`src/rtl/simple_exported_class_pkg.sv`:
```
// Shared types and constants for the simple_exported_class TimesFive block.
package simple_exported_class_pkg;

    typedef logic [31:0] uint32_t;
    typedef logic [2:0]  stall_rate_t;

    localparam int unsigned TIMES_FIVE_MULT = 5;
    localparam int unsigned PIPE_STAGES     = 2;
    localparam logic [7:0]  LFSR_SEED       = 8'hA5;

    // x*5 as a shift-by-two plus the original, truncated to 32 bits.
    function automatic uint32_t times_five(input uint32_t x);
        return (x << $clog2(TIMES_FIVE_MULT - 1)) + x;
    endfunction

endpackage

```
`src/rtl/simple_exported_class_fifo.sv`:
```
// Parameterised show-ahead FIFO: head is valid whenever empty is low.
module simple_exported_class_fifo #(
    parameter int DEPTH = 32,
    parameter int WIDTH = 32
) (
    input  logic                       clk,
    input  logic                       rst,
    input  logic                       push,
    input  logic [WIDTH-1:0]           data,
    input  logic                       pop,
    output logic                       empty,
    output logic                       full,
    output logic [$clog2(DEPTH):0]     count,
    output logic [WIDTH-1:0]           head
);
    localparam int AW = $clog2(DEPTH);

    logic [WIDTH-1:0] mem [DEPTH];
    logic [AW-1:0]    wr_ptr;
    logic [AW-1:0]    rd_ptr;
    logic [AW:0]      count_q;
    logic             do_push;
    logic             do_pop;

    assign empty   = (count_q == '0);
    assign full    = (count_q == (AW+1)'(DEPTH));
    assign count   = count_q;
    assign do_pop  = pop && !empty;
    // A full FIFO may still take a push when the same cycle frees a slot.
    assign do_push = push && (!full || do_pop);
    assign head    = empty ? '0 : mem[rd_ptr];

    always_ff @(posedge clk) begin
        if (do_push) mem[wr_ptr] <= data;
    end

    always_ff @(posedge clk or posedge rst) begin
        if (rst) begin
            wr_ptr  <= '0;
            rd_ptr  <= '0;
            count_q <= '0;
        end else begin
            if (do_push) wr_ptr <= wr_ptr + 1'b1;
            if (do_pop)  rd_ptr <= rd_ptr + 1'b1;
            case ({do_push, do_pop})
                2'b10:   count_q <= count_q + 1'b1;
                2'b01:   count_q <= count_q - 1'b1;
                default: count_q <= count_q;
            endcase
        end
    end

endmodule

```
`src/rtl/simple_exported_class.sv`:
```
// TimesFive exported-class top: startup counter, ready logic, 2-stage pipe, result FIFO.
// Optional stall injection is compiled in with SIMPLE_EXPORTED_CLASS_STALL_EN.
module simple_exported_class
    import simple_exported_class_pkg::*;
#(
    parameter int FIFO_DEPTH     = 32,
    parameter int STARTUP_CYCLES = 4
) (
    input  logic        clk,
    input  logic        rst,
    output logic        rst_and_startup_done_out,
    input  logic        TimesFive_valid_in,
    input  logic [31:0] TimesFive_x_in,
    output logic        TimesFive_rdy_out,
    input  logic        TimesFive_rden_in,
    output logic        TimesFive_empty_out,
    output logic [31:0] TimesFive_result_out,
    output logic        stall_rate_supported_out,
    input  logic        stall_rate_valid_in,
    input  logic [2:0]  stall_rate_in
);
    localparam int SW = $clog2(STARTUP_CYCLES + 1);
    localparam int CW = $clog2(FIFO_DEPTH) + 1;

    logic [SW-1:0]          startup_cnt;
    logic                   startup_done;
    logic                   startup_done_q;
    logic                   stall;
    logic                   accept;
    logic [PIPE_STAGES-1:0] pipe_valid;
    uint32_t                s1_x;
    uint32_t                s2_prod;
    logic [CW-1:0]          fifo_count;
    logic [CW-1:0]          occ_total;
    logic                   unused_full;

    assign startup_done             = (startup_cnt == SW'(STARTUP_CYCLES));
    assign rst_and_startup_done_out = startup_done;

    always_ff @(posedge clk or posedge rst) begin
        if (rst) begin
            startup_cnt    <= '0;
            startup_done_q <= 1'b0;
        end else begin
            if (!startup_done) startup_cnt <= startup_cnt + 1'b1;
            startup_done_q <= startup_done;
        end
    end

`ifdef SIMPLE_EXPORTED_CLASS_STALL_EN
    logic [7:0]  lfsr;
    stall_rate_t stall_rate;

    assign stall_rate_supported_out = 1'b1;
    assign stall                    = (lfsr[2:0] < stall_rate);

    always_ff @(posedge clk or posedge rst) begin
        if (rst) begin
            lfsr       <= LFSR_SEED;
            stall_rate <= '0;
        end else begin
            lfsr <= {lfsr[6:0], lfsr[7] ^ lfsr[5] ^ lfsr[4] ^ lfsr[3]};
            if (stall_rate_valid_in) stall_rate <= stall_rate_in;
        end
    end
`else
    logic unused_stall_ports;

    assign stall_rate_supported_out = 1'b0;
    assign stall                    = 1'b0;
    assign unused_stall_ports       = ^{stall_rate_valid_in, stall_rate_in};
`endif

    // Counting in-flight stages reserves FIFO room before the result exists.
    assign occ_total = fifo_count + CW'(pipe_valid[0]) + CW'(pipe_valid[1]);
    assign TimesFive_rdy_out = startup_done_q && !stall && (occ_total < CW'(FIFO_DEPTH));
    assign accept = TimesFive_valid_in && TimesFive_rdy_out;

    always_ff @(posedge clk or posedge rst) begin
        if (rst) begin
            pipe_valid <= '0;
            s1_x       <= '0;
            s2_prod    <= '0;
        end else begin
            pipe_valid <= {pipe_valid[0], accept};
            if (accept)        s1_x    <= TimesFive_x_in;
            if (pipe_valid[0]) s2_prod <= times_five(s1_x);
        end
    end

    simple_exported_class_fifo #(
        .DEPTH (FIFO_DEPTH),
        .WIDTH (32)
    ) u_fifo (
        .clk   (clk),
        .rst   (rst),
        .push  (pipe_valid[1]),
        .data  (s2_prod),
        .pop   (TimesFive_rden_in),
        .empty (TimesFive_empty_out),
        .full  (unused_full),
        .count (fifo_count),
        .head  (TimesFive_result_out)
    );

endmodule

```
`config.mk`:
```
export PLATFORM = sky130hd
export DESIGN_NAME = simple_exported_class
export DESIGN_NICKNAME = d
export VERILOG_FILES = /design/src/rtl/simple_exported_class_pkg.sv /design/src/rtl/simple_exported_class_fifo.sv /design/src/rtl/simple_exported_class.sv
export SDC_FILE = /design/constraint.sdc
export NUM_CORES = 1
export LEC_CHECK = 0
export CAP_MARGIN = 0
export CORE_MARGIN = 5
export CORE_UTILIZATION = 46
export CTS_CLUSTER_DIAMETER = 100
export DETAILED_ROUTE_END_ITERATION = 6
export SYNTH_ARGS = -nofsm -noshare
export SYNTH_HDL_FRONTEND = slang
export SYNTH_HIERARCHICAL = 1
export SYNTH_SLANG_ARGS = --single-unit
```
`constraint.sdc`:
```
create_clock -name clk -period 3.2 [get_ports clk]
set_input_delay 0.32 -clock clk [delete_from_list [all_inputs] [get_ports clk]]
set_output_delay 0.32 -clock clk [all_outputs]
set_load 0.01 [all_outputs]
```
==> metrics.md <==
| Metric | Value |
|---|---|
| Utilization of the core after routing | `57.2%` |
| Count of max-cap constraint violations | `0` |
| Setup TNS Final | `-1210 ps` |
| Wire length reported by the detailed router | `approximately 120,000 microns` |
| Shortest clock period the worst path allows after layout | `between 3000 and 4000 ps` |
| Placed instance count | `3,670` |
| Pin slew with the least headroom to its limit | `around 1200 ps` |
| Sequential share of power | `between 30 and 40%` |
| Via density | `6.05` |
| Highest-count cells in the layout ignoring fill and taps | `1,024 x sky130_fd_sc_hd__edfxtp_1, 193 x sky130_fd_sc_hd__mux4_2, 136 x sky130_fd_sc_hd__nand2_1` |
| Number of standard cells in the final layout excluding fillers | `slightly below 4,000` |
| Worst flop-to-flop path endpoint | `u_fifo/count[5]` |
| Total number of placement rows | `about 110` |
| Number of vias after detailed routing | `about 24,000` |
| IO Pins | `between 70 and 80` |
| Post-route ant nets | `0` |
| Root Buffer | `sky130_fd_sc_hd__clkbuf_16` |
| Final setup violation count | `22` |
| Number of warnings printed during yosys synthesis | `6` |
| Max VDD drop | `between 0.0005 and 0.0006 V` |
| Worst reg-to-reg path cell count | `10` |
| Maximum fanout along the worst path | `8` |
| Net switching power figure | `approximately 18 mW` |
| GRT Util Overall | `between 20% and 30%` |
| Number of clock buffers inserted by TritonCTS | `110` |
| Drt initial violations | `about 2,600` |
| Violations in the final reports | `negative setup slack` |
| GRT overflow | `0` |
| Width of the die | `320 microns` |
| Area growth, synth to finish | `23.2%` |
| Starting Density | `a little under half` |
| Sort of element at the end of the critical path | `output pin` |
| Clock slew at the register clock pins of the worst setup and hold paths | `approximately 60 ps` |
| Maximum number of pins on one net before global-route repair | `54` |
| Final weighted congestion in routability-driven placement | `0.808` |
| Fraction of final layout cells sized beyond drive strength 1 | `between 30 and 40%` |
| CTS tree | `built` |
| Proportion of total power due to net switching | `33.5%` |
| Worst-case setup slack after placement | `-268 ps` |
| Overall die area | `~100,000 sq um` |
| Wire length of the first global-routing pass | `between 150,000 and 200,000 microns` |
| Setup repair after global routing missed its margin | `yes` |
| Status | `finished with violations` |
| Leakage power total | `18.4 nW` |
| Router iterations before antenna repair | `5` |
| Post-route worst hold slack | `roughly 23 ps` |
| Average wire per standard cell | `30.2 microns` |
| CP Data Required Time | `approximately 2900 ps` |
| Count of clock tree sinks | `about 1,100` |
| DRC violations left | `0` |
| Origin of the worst setup path | `u_fifo/rd_ptr[0]` |
| Layout Nets | `~2,700` |
| Vias in the first global route | `24,133` |
| Pwr Density | `about 1000 nW/um^2` |
| Crit Path Class | `flop to output pin` |
| Average cell area after synthesis | `roughly 19 sq um` |
| Final HPWL from detailed placement | `~63,000 microns` |
| Final Worst Setup Slack | `-170 ps` |
| Final hold violation count | `0` |
| Worst Path Arrival | `3050 ps` |
| Part of the power in combinational logic | `between 30% and 40%` |
| Synth Instances | `roughly 2,300` |
| Nature of the critical path startpoint | `flop` |
| P_int | `36.6 mW` |
| Internal reg-to-reg setup slack | `170 ps` |
| Number of port buffers | `70` |
| Path category of the worst min-delay check | `input port to async pin` |
| Skew-Pair Late Insertion Delay | `approximately 700 ps` |
| Largest clock skew in the final design | `29.4 ps` |
| Placeable Area | `95,200 sq um` |
| Count of final max-slew check failures | `0` |
| Most common cell after layout, fill and taps aside | `sky130_fd_sc_hd__edfxtp_1` |
| Buffer levels on the longest clock path | `3` |
| Critical register-to-register path startpoint | `u_fifo/count[1]` |
| Timing endpoint of the critical path | `TimesFive_result_out[20]` |
| Final clock period utilization by the worst path | `105%` |
| Initial antenna violation count | `1` |
| Max Clock Freq | `a little under 0.3 GHz` |
| Headroom to the max-slew limit | `a little under a fifth` |
| Clock power frac | `between 20% and 30%` |
| Nets in the synthesized netlist | `around 2,400` |
| Overall die height | `320 microns` |
| Maximum level of the CTS H-tree | `3` |
| Post-synthesis instance area | `44,200 sq um` |
## timing repair
action                     4_1_cts  5_1_grt
setup buffers                   91       20
gates cloned                    20        0
hold buffers                     0        0
gates resized for setup        398       52
setup endpoints to repair       33       33
pin swaps                      104       45
## metrics by stage
step / area [sq um] / total power, mW
floorplan: 44200 / 30.5
global placement: 48000 / 37.6
detailed placement: 48000 / 38.0
CTS: 54300 / 55.1
global route: 54400 / 57.3
finish: 54400 / 55.0
## power groups by stage
stage          Clock (mW)  Combinational [mW]  Sequential [mW]
3_5_place_dp            0                16.4             21.6
5_1_grt              14.1                21.7             21.5
2_1_floorplan           0                10.2             20.3
3_3_place_gp            0                16.2             21.4
6_report             13.3                20.5             21.2
4_1_cts              13.5                20.4             21.2
## per-layer routing
metal	part of all wire [%]	global-route usage [%]	up-vias	routed length [microns]
li1	-	-	10062	-
met1	41	33.3	12789	49100
met2	48	37.2	1012	58000
met3	8.3	4.72	200	9930
met4	2.6	6.03	0	3090
met5	0	0	-	0
## worst min path at each step
stage	endpoint	slack, ps	depth (start not counted)	from
6_report	s1_x[30]	20	2	rst
3_3_place_gp	s1_x[30]	480	2	s1_x[30]
4_1_cts	s1_x[27]	10	2	rst
3_5_place_dp	s1_x[30]	480	2	s1_x[30]
5_1_grt	s1_x[27]	60	2	rst
2_1_floorplan	u_fifo/count[0]	230	1	rst
## state kept, by name, indices dropped and copies added (netlist names)
name,cells
pipe_valid,2
s1_x,32
s2_prod,32
startup_cnt,3
startup_done_q,1
u_fifo/count,6
u_fifo/mem,1024
u_fifo/rd_ptr,5
u_fifo/wr_ptr,5
## worst max-delay path: stages (launching register included)
cell and delay [ps]:
sky130_fd_sc_hd__dfrtp_4 460, sky130_fd_sc_hd__buf_12 170, sky130_fd_sc_hd__buf_8 130, sky130_fd_sc_hd__buf_16 130, sky130_fd_sc_hd__mux4_2 510, sky130_fd_sc_hd__a22o_1 270, sky130_fd_sc_hd__a2111oi_4 310, sky130_fd_sc_hd__buf_4 190
sky130_fd_sc_hd__nor3_4 50, sky130_fd_sc_hd__buf_6 130
## cell type report
type | count | area (sq um)
Antenna cell | 1 | 2.50
Clock buffer | 140 | 2940
Clock inverter | 65 | 818
Fill cell | 6983 | 40800
Inverter | 28 | 111
Multi-Input combinational cell | 1034 | 11900
Sequential cell | 1110 | 32900
Tap cell | 1265 | 1580
Timing Repair Buffer | 334 | 4160
No activity file was read; power rests on OpenSTA's default activity.
